--- config.mk ---
export PLATFORM = sky130hd
export DESIGN_NAME = pc_sequencer_flat
export DESIGN_NICKNAME = d
export VERILOG_FILES = /design/src/rtl/pc_sequencer_pkg.sv /design/src/rtl/pc_sequencer_if.sv /design/src/rtl/pc_sequencer_next_calc.sv /design/src/rtl/pc_sequencer.sv /design/src/flat_wrapper.sv
export SDC_FILE = /design/constraint.sdc
export NUM_CORES = 1
export LEC_CHECK = 0
export CAP_MARGIN = 15
export CORE_ASPECT_RATIO = 0.8
export CORE_MARGIN = 1
export CORE_UTILIZATION = 54
export CTS_CLUSTER_DIAMETER = 200
export CTS_CLUSTER_SIZE = 14
export DETAILED_ROUTE_END_ITERATION = 8
export PLACE_DENSITY = 0.83
export SYNTH_ARGS = -nofsm -noshare
export SYNTH_HDL_FRONTEND = slang
export SYNTH_HIERARCHICAL = 1
export SYNTH_SLANG_ARGS = --single-unit
--- constraint.sdc ---
create_clock -name clk -period 5.2 [get_ports clk]
set_clock_uncertainty 0.05 [all_clocks]
set_input_delay 0.78 -clock clk [delete_from_list [all_inputs] [get_ports clk]]
set_output_delay 0.78 -clock clk [all_outputs]
set_load 0.02 [all_outputs]
--- src/rtl/pc_sequencer_pkg.sv ---
// Shared types and constants for the program-counter sequencer.
// Optional bounds checking is enabled with PC_BOUNDS_EN.
package pc_pkg;

   typedef enum logic [1:0] {
      PC_IDLE,
      PC_RUN,
      PC_HALTED
   } pc_state_t;

   localparam int PC_INC = 1;

endpackage

--- src/rtl/pc_sequencer_if.sv ---
// Control/status bundle between the sequencer and its driver.
// Widths follow the sequencer parameters D and CW.
interface pc_sequencer_if #(
   parameter int D  = 12,
   parameter int CW = 16
);
   logic          start;
   logic          stall;
   logic          branch_en;
   logic          halt;
   logic [D-1:0]  target;
   logic [D-1:0]  prog_ctr;
   logic          running;
   logic          done;
   logic          err;
   logic [CW-1:0] instr_count;

   modport master (
      output start, stall, branch_en, halt, target,
      input  prog_ctr, running, done, err, instr_count
   );

   modport slave (
      input  start, stall, branch_en, halt, target,
      output prog_ctr, running, done, err, instr_count
   );
endinterface

--- src/rtl/pc_sequencer_next_calc.sv ---
// Combinational next-PC adder; flags out-of-range targets when
// PC_BOUNDS_EN is defined, otherwise wraps modulo 2^D.
module pc_next_calc
   import pc_pkg::*;
#(
`ifdef PC_BOUNDS_EN
   parameter int PROG_LEN = 4096,
`endif
   parameter int D = 12
) (
   input  logic [D-1:0] prog_ctr,
   input  logic [D-1:0] target,
   input  logic         branch_en,
   output logic [D-1:0] next_pc,
   output logic         out_of_range
);

`ifdef PC_BOUNDS_EN
   // One extra bit keeps the sign; any overflow lands negative.
   logic signed [D:0] sum_s;
   logic signed [D:0] step_s;

   always_comb begin
      step_s = (D+1)'(PC_INC);
      if (branch_en) step_s = $signed({target[D-1], target});
      sum_s = $signed({1'b0, prog_ctr}) + step_s;
      next_pc = sum_s[D-1:0];
      out_of_range = (sum_s < 0) || (int'(sum_s) >= PROG_LEN);
   end
`else
   logic [D-1:0] step;

   always_comb begin
      step = D'(PC_INC);
      if (branch_en) step = target;
      next_pc = prog_ctr + step;
      out_of_range = 1'b0;
   end
`endif

endmodule

--- src/rtl/pc_sequencer.sv ---
// PC register stage with start/halt sequencing and retired-instruction
// counter. Define PC_BOUNDS_EN to halt with err on out-of-range PC.
module pc_sequencer
   import pc_pkg::*;
#(
   parameter int D          = 12,
   parameter int START_ADDR = 0,
`ifdef PC_BOUNDS_EN
   parameter int PROG_LEN   = 4096,
`endif
   parameter int CW         = 16
) (
   input logic          clk,
   input logic          reset,
   pc_sequencer_if.slave bus
);

   localparam logic [D-1:0] START_PC = D'(START_ADDR);

   pc_state_t     state_q, state_d;
   logic [D-1:0]  pc_q, pc_d;
   logic [CW-1:0] cnt_q, cnt_d;
   logic          err_q, err_d;
   logic [D-1:0]  next_pc;
   logic          oor;
   logic [CW-1:0] cnt_inc;

   pc_next_calc #(
`ifdef PC_BOUNDS_EN
      .PROG_LEN (PROG_LEN),
`endif
      .D        (D)
   ) u_next (
      .prog_ctr     (pc_q),
      .target       (bus.target),
      .branch_en    (bus.branch_en),
      .next_pc      (next_pc),
      .out_of_range (oor)
   );

   assign cnt_inc = (cnt_q == '1) ? cnt_q : cnt_q + 1'b1;

   always_comb begin
      state_d = state_q;
      pc_d    = pc_q;
      cnt_d   = cnt_q;
      err_d   = err_q;
      unique case (state_q)
         PC_IDLE, PC_HALTED: begin
            if (bus.start) begin
               state_d = PC_RUN;
               pc_d    = START_PC;
               cnt_d   = '0;
               err_d   = 1'b0;
            end
         end
         PC_RUN: begin
            if (bus.halt) begin
               state_d = PC_HALTED;
               cnt_d   = cnt_inc;
            end else if (bus.stall) begin
               pc_d = pc_q;
            end else if (oor) begin
               state_d = PC_HALTED;
               err_d   = 1'b1;
               cnt_d   = cnt_inc;
            end else begin
               pc_d  = next_pc;
               cnt_d = cnt_inc;
            end
         end
         default: state_d = PC_IDLE;
      endcase
   end

   always_ff @(posedge clk or posedge reset) begin
      if (reset) begin
         state_q <= PC_IDLE;
         pc_q    <= START_PC;
         cnt_q   <= '0;
         err_q   <= 1'b0;
      end else begin
         state_q <= state_d;
         pc_q    <= pc_d;
         cnt_q   <= cnt_d;
         err_q   <= err_d;
      end
   end

   assign bus.prog_ctr    = pc_q;
   assign bus.instr_count = cnt_q;
   assign bus.running     = (state_q == PC_RUN);
   assign bus.done        = (state_q == PC_HALTED);
   assign bus.err         = err_q;

endmodule
--- src/flat_wrapper.sv ---
// flat-port wrapper written by rule: the top's interface ports become plain ports
module pc_sequencer_flat import pc_pkg::*;
#(
   parameter int D          = 12,
   parameter int START_ADDR = 0,

   parameter int CW         = 16
)
  (clk, reset, bus_start, bus_stall, bus_branch_en, bus_halt, bus_target, bus_prog_ctr, bus_running, bus_done, bus_err, bus_instr_count);
  pc_sequencer_if #(.D(D), .CW(CW)) bus_i ();
  input logic clk;
  input logic reset;
  input wire logic [$bits(bus_i.start)-1:0] bus_start;
  input wire logic [$bits(bus_i.stall)-1:0] bus_stall;
  input wire logic [$bits(bus_i.branch_en)-1:0] bus_branch_en;
  input wire logic [$bits(bus_i.halt)-1:0] bus_halt;
  input wire logic [$bits(bus_i.target)-1:0] bus_target;
  output wire logic [$bits(bus_i.prog_ctr)-1:0] bus_prog_ctr;
  output wire logic [$bits(bus_i.running)-1:0] bus_running;
  output wire logic [$bits(bus_i.done)-1:0] bus_done;
  output wire logic [$bits(bus_i.err)-1:0] bus_err;
  output wire logic [$bits(bus_i.instr_count)-1:0] bus_instr_count;
  assign bus_i.start = bus_start;
  assign bus_i.stall = bus_stall;
  assign bus_i.branch_en = bus_branch_en;
  assign bus_i.halt = bus_halt;
  assign bus_i.target = bus_target;
  assign bus_prog_ctr = bus_i.prog_ctr;
  assign bus_running = bus_i.running;
  assign bus_done = bus_i.done;
  assign bus_err = bus_i.err;
  assign bus_instr_count = bus_i.instr_count;
  pc_sequencer #(.D(D), .START_ADDR(START_ADDR), .CW(CW)) u_core (.clk(clk), .reset(reset), .bus(bus_i));
endmodule
# After elaboration in Yosys (flattened, before gate mapping)
# Cells that the tools add are included.
# Widths: inputs -> output; s select.
# word_totals
ff_bits	30
in_bits	18
output_inout_bits	31
elab_cells	32
# classes
n_addsub	2
n_mux	13
eq_ne	8
n_reduce_logical	6
# op_table
cell	n
$mux 16	4
$mux 12	4
$pmux 16 s2	1
$pmux 12 s2	1
$add 16x1->16 const B	1
$eq 16x16->1 const B	1
$add 12x12->12	1
$ne 2x2->1 const B	4
$mux 2	2
$pmux 2 s2	1
$reduce_and 4->1	1
$ne 3x3->1 const B	1
$reduce_and 3->1	1
$eq 2x1->1 const B	1
$eq 2x2->1 const B	1
$logic_not 2->1	1
$reduce_and 2->1	1
$reduce_bool 2->1	1
$reduce_or 2->1	1

# Longest topological paths before layout
# Gate-level depths: netlist of run 1.
# depth
word_depth	5
mapped_depth	11

# Modules after synthesis
# The synthesis of run 1 kept the hierarchy.
# by_module_without_submodules
mod	area_each_um2	cells_each	instances
pc_sequencer	1541.5	174	1
pc_next_calc	590.6	74	1

# Worst setup path after synthesis of run 1
# OpenSTA, ideal clock, no wires.
# synth_timing
kind	input to register
start	input bus_branch_en
end	register u_core.pc_q[8] (netlist: u_core/bus.prog_ctr[8])
stages	10
required_time_ns	5.033
slack_ns	2.400
setup_ns	0.117
arrival_ns	2.633
path_cell_list	clkbuf_1 -> and2_1 -> fa_1 -> a211oi_1 -> o21bai_1 -> a2111oi_0 -> nor3_1 -> xor2_1 -> nand3_1 -> nand2_1
# synth_between
elab_chain_len	5
# synth_lines
item	line	source
from (decl)	flat_wrapper.sv:15	input wire logic [$bits(bus_i.branch_en)-1:0] bus_branch_en;
$mux 12	pc_sequencer_next_calc.sv:35	if (branch_en) step = target;
$add 12x12->12	pc_sequencer_next_calc.sv:36	next_pc = prog_ctr + step;
net u_core.next_pc[8]	pc_sequencer.sv:24	logic [D-1:0] next_pc;
$mux 12	pc_sequencer.sv:61	end else if (bus.stall) begin
$mux 12	pc_sequencer.sv:58	if (bus.halt) begin
$pmux 12 s2	pc_sequencer.sv:48	unique case (state_q)
to (signal assigned)	pc_sequencer.sv:84	pc_q <= pc_d;
to (decl)	pc_sequencer.sv:21	logic [D-1:0] pc_q, pc_d;
# The timed path passes the listed nets, and every way through them passes these cells. The select of a mux whose other input is x is not followed.
# A chain may end at the register's enable or synchronous reset.

# Final worst setup path of run 1
# Ends and elaborated chain as after synthesis.

==> results of run 1 <==
[metal layers]
layer / vias up / global-route usage / routed length, microns
met3: 11 / 0.0487 / 266
met5: - / 0 / 0
met4: 0 / 0.129 / 83
li1: 967 / - / -
met2: 75 / 0.411 / 2310
met1: 947 / 0.381 / 2620
[final timing paths]
kind | endpoint | from | cells past startpoint
worst min register to register | u_core/bus.err | u_core/bus.err | 2
worst min-delay path | u_core/bus.err | u_core/bus.err | 2
worst max register to register | u_core/bus.prog_ctr[8] | u_core/bus.prog_ctr[0] | 9
max in group asynchronous | u_core/bus.instr_count[8] | reset | 3
worst max-delay path | u_core/bus.prog_ctr[8] | bus_branch_en | 11
min in group asynchronous | u_core/bus.instr_count[2] | reset | 3
[cell usage after synthesis, types with 3 or more instances]
cell      number
a21o_1         4
a21oi_1       16
and2_1        14
and3_1         3
clkbuf_1       6
dfrtp_1       31
ha_1          12
inv_1          7
nand2_1       37
nand3_1       18
nand4_1        8
nor2_1        15
nor2b_1        3
o21ai_0       13
o21ai_1       10
o31ai_1        5
or3_1          3
xnor2_1        8
xor2_1         3
[registers in the layout, summed over array words and instances (netlist names)]
register and cells:
u_core/bus.err 1, u_core/bus.instr_count 16, u_core/bus.prog_ctr 12, u_core/state_q 2
[logic make-up after synthesis]
group	share of synthesized area
AND/OR/NAND/NOR	0.272
AO/OA/AOI/OAI	0.198
flip-flops	0.364
buffers and inverters	0.0393
adder cells (fa/ha/maj)	0.0798
XOR/XNOR	0.0452
other	0.00176
[cell type report]
| cell class | count | area, sq um | share of cell area |
|---|---|---|---|
| multi-input combinational | 199 | 1270 | 0.462 |
| timing repair buffer | 49 | 488 | 0.177 |
| tap | 55 | 68.8 | 0.0250 |
| clock buffer | 6 | 82.6 | 0.0300 |
| clock inverter | 2 | 35.0 | 0.0127 |
| sequential | 31 | 776 | 0.282 |
| inverter | 8 | 30.0 | 0.0109 |
[stage by stage]
stage | std cells | worst slack, ns | hold WS [ns]
floorplan | 248 | 2.40 | 0.450
global placement | 342 | 1.65 | 0.433
detailed placement | 342 | 1.52 | 0.441
CTS | 350 | 1.81 | 0.458
global route | 350 | 1.51 | 0.483
finish | 350 | 1.78 | 0.456
[worst max-delay path, stage by stage]
cell	delay (ns)
clkdlybuf4s50_1	0.68
nand2b_1	0.11
ha_1	0.23
fa_1	0.44
a211oi_1	0.29
o21bai_1	0.17
a2111oi_0	0.43
nor3_1	0.13
xor2_1	0.16
nand3_1	0.08
nand2_1	0.06
[where the power goes]
part	internal (mW)	total (mW)	switching, mW
Sequential	0.272	0.306	0.0338
Clock	0.155	0.251	0.0956
Combinational	0.142	0.332	0.190
Total	0.569	0.889	0.320
==> metrics, run 1 <==
gr ovfl total=0; CTS max path bufs=2; Via density=5.71; most frequent cells in the layout=48 x clkdlybuf4s50_1, 37 x nand2_1, 31 x dfrtp_1; post-synth cell types=46; final slew viol count=0; syn nets=about 280; DP HPWL=3.55 mm; postcts setup bufs=0; first-pass GRT wire length=slightly below 9 mm; CTS tree=built; Total Die Area=4200 sq um; Worst slew margin=0.298; Clock transition at path regs=0.06 ns; Residual DRC=0; I/O pin total=49; Crit Path Class=in -> reg; Lkg Pwr=1.24 nW; Post-DRT Antenna Nets=0; sequential area share after synthesis=0.364; Synth Instances=248; initial antenna violation count=0; worst skew pair latency=0.29 ns; Startpoint Class=primary input; reg2reg setup slack=2.64 ns; design area=2750 sq um; total of fill cells in the finished design=282; unrepaired setup endpoints after global routing=false; top post-synthesis cells by area=dfrtp_1 36%, ha_1 7.0%, nand2_1 6.5%; number of detailed-route iterations in the first pass=4; via count=2,000; setup TNS=0 ns; WL final=5.28 mm; Slew @ Worst Pin=1.05 ns; Hold Crit Class=reg -> reg; number of synthesized register bits=31; Ys Warns=6; Fmax achieved=between 200 and 300 MHz; Cell Area, Synth=2130 sq um; Nets=roughly 330; final period utilization=0.658; routability cong.=just under 0.9; Die Wd=72.3 microns; Synth top area share=0.364; largest net degree at the start of global routing=32; commonest non-fill, non-tap cell in the layout=clkdlybuf4s50_1; maximum vdd drop=0.177 mV; Synth area leader=dfrtp_1; area grow syn2layout=29.1%; minimum clock period=3.42 ns; Sink Count=31; std cell rows=20; Critical Path AT=3.55 ns; CTS H-tree depth=2; Post-synth EDFFs=0; critical path required time=5.33 ns; die height=between 50 and 60 microns; Power Total=0.889 mW; Diodes inserted=0; PD cells=323 nW/um^2; final core occ=0.728; Initial Util=0.564; Hold Fails Final Rpt=0; DP Area=2640 sq um; Inserted Clock Buffers=5; wire per inst=15.1 microns; ys async rst share=1.00; initial DRC count=139; CTS-repair resized insts=0; vias in the first global route=roughly 1,900; status=finished, final reports clean; Top FF cell, synth=dfrtp_1; Max Fanout on Critical Path=12; Post-Syn Area per Cell=8.60 sq um; share of layout cells above drive strength 1=0.0712; Post-CTS Hold Buffers=0; CP Capture Type=flop; final setup fails=0; CTS root buf=clkbuf_8; Core Region=~3800 sq um; max-cap violations=0; port buffer count=48; Tot GR Track Use=0.273
Note: power is estimated with default switching activity, not from simulation.
==> run 2, diff against run 1 <==
Settings changed: CORE_UTILIZATION 54 to 50, PLACE_DENSITY 0.83 to 0.78.
Clock period 5.2 ns to 3.5 ns, I/O delays scaled along.
==> run 2 against run 1 <==
Against the previous run: worst setup slack worse by 1.2 ns; clock-buffer cell count stayed put; global-route usage down 2.5 points; critical path type unchanged; largest power group unchanged.
==> metrics, run 2 (synthesized netlist as in run 1, its figures left out) <==
via count=1,949 (was 2,000); unrepaired setup endpoints after global routing=false (unchanged); port buffer count=48 (unchanged); CP Capture Type=flop (unchanged); Int Pwr=0.772 mW (was 0.569 mW); Hold Fails Final Rpt=0 (unchanged); number of detailed-route iterations in the first pass=5 (was 4); FF-to-FF End=u_core/bus.prog_ctr[8] (unchanged); final period utilization=0.838; max-cap violations=0 (unchanged); final worst slack=0.568 ns (was 1.78 ns); share of layout cells above drive strength 1=0.0743 (was 0.0712); critical path required time=3.63 ns (was 5.33 ns); largest net degree at the start of global routing=32 (unchanged); total of fill cells in the finished design=328 (was 282); vias in the first global route=1,735 (was 1,912); Post-DRT Antenna Nets=0 (unchanged); Fmax achieved=between 300 and 400 MHz; hold depth=2 (unchanged); commonest non-fill, non-tap cell in the layout=clkdlybuf4s50_1 (unchanged); Lkg Pwr=1.23 nW (was 1.24 nW); HP Start=u_core/bus.prog_ctr[4] (was u_core/bus.err); Sink Count=31 (unchanged); status=finished, final reports clean (unchanged); setup TNS=0 ns (unchanged); first-pass GRT wire length=8.29 mm (was 8.80 mm); postcts setup bufs=0 (unchanged); I/O pin total=49 (unchanged); Hold Crit Class=reg -> reg (unchanged); Tot GR Track Use=0.248 (was 0.273); Worst Reg2Reg Path Length in Cells=9 (unchanged); reg2reg setup slack=0.96 ns (was 2.64 ns); CTS-repair resized insts=0 (unchanged); die height=60.4 microns (was 58.2 microns); pre-CTS setup slack=0.281 ns (was 1.52 ns); initial DRC count=140 (was 139); Via density=5.55 (was 5.71); final slew viol count=0 (unchanged); gr ovfl total=0 (unchanged); Nets=327 (was 325); area grow syn2layout=28.4% (was 29.1%); Flop pwr share=0.370 (was 0.344); Core Region=3930 sq um (was 3780 sq um); Logic pwr share=0.398 (was 0.374); minimum clock period=2.93 ns; Clk pwr share=0.232 (was 0.282); Hold EP=u_core/bus.prog_ctr[4] (was u_core/bus.err); Total Die Area=4530 sq um (was 4200 sq um); Residual DRC=0 (unchanged); most frequent cells in the layout=48 x clkdlybuf4s50_1, 37 x nand2_1, 31 x dfrtp_1 (unchanged); routability cong.=0.799 (was 0.878); Diodes inserted=0 (unchanged); CTS root buf=clkbuf_8 (unchanged); sw power=0.460 mW (was 0.320 mW); DP HPWL=3.62 mm (was 3.55 mm); WL final=5.07 mm (was 5.28 mm); std cell rows=20 (unchanged); Inserted Clock Buffers=5 (unchanged); worst skew pair latency=0.28 ns (was 0.29 ns); PD cells=450 nW/um^2 (was 323 nW/um^2); maximum vdd drop=0.334 mV (was 0.177 mV); worst r2r src=u_core/bus.prog_ctr[0] (unchanged); Startpoint Class=primary input (unchanged); wire per inst=14.4 microns (was 15.1 microns); Clock transition at path regs=0.07 ns (was 0.06 ns); Initial Util=0.543 (was 0.564); initial antenna violation count=0 (unchanged); max reg flops=16 (unchanged); final setup fails=0 (unchanged); CTS max path bufs=2 (unchanged); Fin Hold WS=0.451 ns (was 0.456 ns); Max Fanout on Critical Path=11 (was 12); CTS H-tree depth=2 (unchanged); switching share of power=0.373 (was 0.360); Crit Path Class=in -> reg (unchanged); Die Wd=75.0 microns (was 72.3 microns); Critical Path AT=3.06 ns (was 3.55 ns); CTS tree=built (unchanged); Post-CTS Hold Buffers=0 (unchanged)
[run 2: cell count changes in the layout (fill, tap and decap cells not counted)]
cell,delta
buf_4,+2
bufinv_16,-1
[run 2: layer usage]
metal | share of wire | global-route usage
met1 | 0.51 | 0.368
met2 | 0.42 | 0.355
met3 | 0.062 | 0.0681
met4 | 0.0049 | 0.0647
met5 | 0 | 0
[run 2: per-stage QoR]
step | std cells | area, sq um | power (mW) | utilization
finish | 351 | 2740 | 1.23 | 0.697
global route | 351 | 2740 | 1.31 | 0.697
CTS | 351 | 2740 | 1.24 | 0.697
detailed placement | 344 | 2650 | 0.946 | 0.675
global placement | 344 | 2650 | 0.936 | 0.675
floorplan | 248 | 2130 | 0.776 | -
[run 2: power groups by stage]
stage / Sequential, mW / Combinational [mW] / Clock [mW]
2_1_floorplan: 0.504 / 0.272 / 0
3_3_place_gp: 0.459 / 0.476 / 0
3_5_place_dp: 0.460 / 0.486 / 0
4_1_cts: 0.455 / 0.489 / 0.293
5_1_grt: 0.463 / 0.539 / 0.307
6_report: 0.455 / 0.490 / 0.286
[run 2: area by class of cell]
class | count | area, sq um | share of cell area
well taps | 55 | 68.8 | 0.0251
clock buffers | 6 | 82.6 | 0.0302
inverters | 8 | 30.0 | 0.0110
clock inverters | 1 | 5.00 | 0.00183
multi-input cells | 199 | 1270 | 0.465
flip-flops and latches | 31 | 776 | 0.283
repair buffers | 51 | 503 | 0.184
[run 2: how the worst max path moves through the flow]
stage,from,cells after the start,end
2_1_floorplan,bus_branch_en,10,u_core/bus.prog_ctr[8]
3_3_place_gp,bus_branch_en,11,u_core/bus.prog_ctr[8]
3_5_place_dp,bus_branch_en,11,u_core/bus.prog_ctr[8]
4_1_cts,bus_branch_en,11,u_core/bus.prog_ctr[8]
5_1_grt,bus_branch_en,11,u_core/bus.prog_ctr[8]
6_report,bus_branch_en,11,u_core/bus.prog_ctr[8]
[run 2: critical path, cell delays in order]
cell             delay, ns
clkdlybuf4s50_1       0.42
buf_4                 0.18
and2_1                0.17
fa_1                  0.47
a211oi_1              0.31
o21bai_1              0.16
a2111oi_0             0.42
nor3_1                0.13
xor2_1                0.16
nand3_1               0.07
nand2_1               0.05
==> run 3, diff against run 2 <==
Settings changed: CORE_UTILIZATION 50 to 46, PLACE_DENSITY 0.78 to 0.75.
Clock period 3.5 ns to 2.66 ns, I/O delays scaled along.
==> run 3 against run 2 <==
Against the previous run: register-to-register slack got worse by 0.67 ns; sequential power increased by 33%; critical path depth stayed put; die area is 8.4% higher; combinational power rose by 44%; cell count up 3.1%; core utilization fell by 3.0 points.
==> metrics, run 3 (synthesized netlist as in run 1, its figures left out) <==
Worst Reg2Reg Path Length in Cells=9 (unchanged); Fmax achieved=roughly 390 MHz; Tot GR Track Use=0.238 (was 0.248); std cell rows=21 (was 20); max-cap violations=0 (unchanged); reg2reg setup slack=0.29 ns (was 0.96 ns); CP cell instances=clkdlybuf4s50_1 -> nand2b_1 -> ha_1 -> fa_2 -> a211oi_2 -> o21bai_2 -> a2111oi_2 -> nor3_1 -> xor2_1 -> nand3_1 -> nand2_1 (was clkdlybuf4s50_1 -> buf_4 -> and2_1 -> fa_1 -> a211oi_1 -> o21bai_1 -> a2111oi_0 -> nor3_1 -> xor2_1 -> nand3_1 -> nand2_1); I/O pin total=49 (unchanged); Max Fanout on Critical Path=3 (was 11); worst skew pair latency=0.30 ns (was 0.28 ns); Clock transition at path regs=0.07 ns (about the same); CTS root buf=clkbuf_8 (unchanged); minimum clock period=2.60 ns; Worst slew margin=0.230; crit-path max cell delay=0.49 ns (was 0.47 ns); Hold Crit Class=in -> async (was reg -> reg); Sink Count=31 (unchanged); Total Die Area=4910 sq um (was 4530 sq um); CP Capture Type=flop (unchanged); status=finished, final reports clean (unchanged); Hold Fails Final Rpt=0 (unchanged); WL final=5.50 mm (was 5.07 mm); CTS tree=built (unchanged); Diodes inserted=0 (unchanged); Inserted Clock Buffers=5 (unchanged); via count=2,076 (was 1,949); number of detailed-route iterations in the first pass=5 (unchanged); Slew @ Worst Pin=1.16 ns; area grow syn2layout=34.7% (was 28.4%); commonest non-fill, non-tap cell in the layout=clkdlybuf4s50_1 (unchanged); most frequent cells in the layout=48 x clkdlybuf4s50_1, 37 x nand2_1, 31 x dfrtp_1 (unchanged); slowest cell on the critical path=clkdlybuf4s50_1 (was fa_1); PD cells=631 nW/um^2 (was 450 nW/um^2); CTS max path bufs=2 (unchanged); worst r2r src=u_core/bus.prog_ctr[0] (unchanged); port buffer count=48 (unchanged); Die Wd=78.1 microns (was 75.0 microns); critical path required time=2.80 ns (was 3.63 ns); Lkg Pwr=1.29 nW (was 1.23 nW); wire per inst=15.2 microns (was 14.4 microns); final setup fails=0 (unchanged); Core Region=4310 sq um (was 3930 sq um); Power Total=1.81 mW (was 1.23 mW); Fin Hold WS=0.437 ns (was 0.451 ns); die height=62.9 microns (was 60.4 microns); vias in the first global route=1,886 (was 1,735); maximum vdd drop=0.372 mV (was 0.334 mV); Critical Path AT=2.74 ns (was 3.06 ns); Post-CTS Hold Buffers=0 (unchanged); Post-DRT Antenna Nets=0 (unchanged); max reg flops=16 (unchanged); crit path buf inv count=1 (was 2); initial antenna violation count=0 (unchanged); largest net degree at the start of global routing=32 (unchanged); share of layout cells above drive strength 1=0.121 (was 0.0743); first-pass GRT wire length=9.00 mm (was 8.29 mm); Via density=5.73 (was 5.55); DP HPWL=3.72 mm (was 3.62 mm); routability cong.=0.934 (was 0.799); top cell family by delay on the critical path=compound AO/OA/AOI/OAI gates (unchanged); Nets=335 (was 327); final slew viol count=0 (unchanged); CTS H-tree depth=2 (unchanged); gr ovfl total=0 (unchanged); FF-to-FF End=u_core/bus.prog_ctr[8] (unchanged); Crit Path Class=in -> reg (unchanged); Residual DRC=0 (unchanged); unrepaired setup endpoints after global routing=false (unchanged); final period utilization=0.976; postcts setup bufs=0 (unchanged); Initial Util=0.495 (was 0.543); initial DRC count=219 (was 140); setup TNS=0 ns (unchanged); Startpoint Class=primary input (unchanged)
-- run 3: cell count changes in the layout (fill, tap and decap cells not counted) --
cell       change
fa_1           -1
a211oi_2       +1
ha_1           -2
a2111oi_0      -1
o21bai_2       +1
a2111oi_2      +1
o21bai_1       -1
bufinv_16      +1
buf_4          +8
ha_4           +2
a211oi_1       -1
fa_2           +1
-- run 3: what timing repair did --
item / 4_1_cts / 5_1_grt
gates resized for setup: 3 / 4
setup endpoints to repair: 1 / 3
pin swaps: 0 / 6
-- run 3: layer usage --
layer,track usage,routed length [microns],vias to the layer above
met2,0.334,2430,99
met3,0.0423,350,7
li1,-,-,986
met5,0,0,-
met4,0.113,53,0
met1,0.349,2670,984
-- run 3: area by class of cell --
type	count	area, sq um
clock inverters	2	35.0
well taps	57	71.3
clock buffers	6	82.6
multi-input cells	199	1320
inverters	8	30.0
flip-flops and latches	31	776
repair buffers	59	563
fillers	373	1440
-- run 3: tightest hold or removal path: stages --
cell	delay (ns)
clkdlybuf4s50_1	0.39
inv_1	0.05
buf_4	0.37
-- run 3: how the worst max path moves through the flow --
stage,endpoint,start,cells past startpoint,slack (ns)
final,u_core/bus.prog_ctr[8],bus_branch_en,11,0.06
after global routing,u_core/bus.prog_ctr[8],bus_branch_en,11,0.0006
after CTS,u_core/bus.prog_ctr[8],bus_branch_en,11,0.01
after detailed placement,u_core/bus.prog_ctr[8],bus_branch_en,11,-0.48
after global placement,u_core/bus.prog_ctr[8],bus_branch_en,11,-0.34
after floorplan,u_core/bus.prog_ctr[8],bus_branch_en,10,0.24
-- run 3: through the flow --
step                      area [sq um]  worst slack (ns)  std cells   util
after floorplan                   2130             0.241        248      -
after global placement            2710            -0.338        354  0.630
after detailed placement          2710            -0.483        354  0.630
after CTS                         2840            0.0129        362  0.659
after global routing              2870          0.000595        362  0.667
final                             2870            0.0636        362  0.667
-- run 3: report_power, final --
part	leakage, nW	total (mW)	internal [mW]	switching (mW)
clock network	0.0612	0.502	0.303	0.199
registers	0.424	0.604	0.532	0.0720
logic	0.806	0.705	0.319	0.386
total	1.29	1.81	1.15	0.657
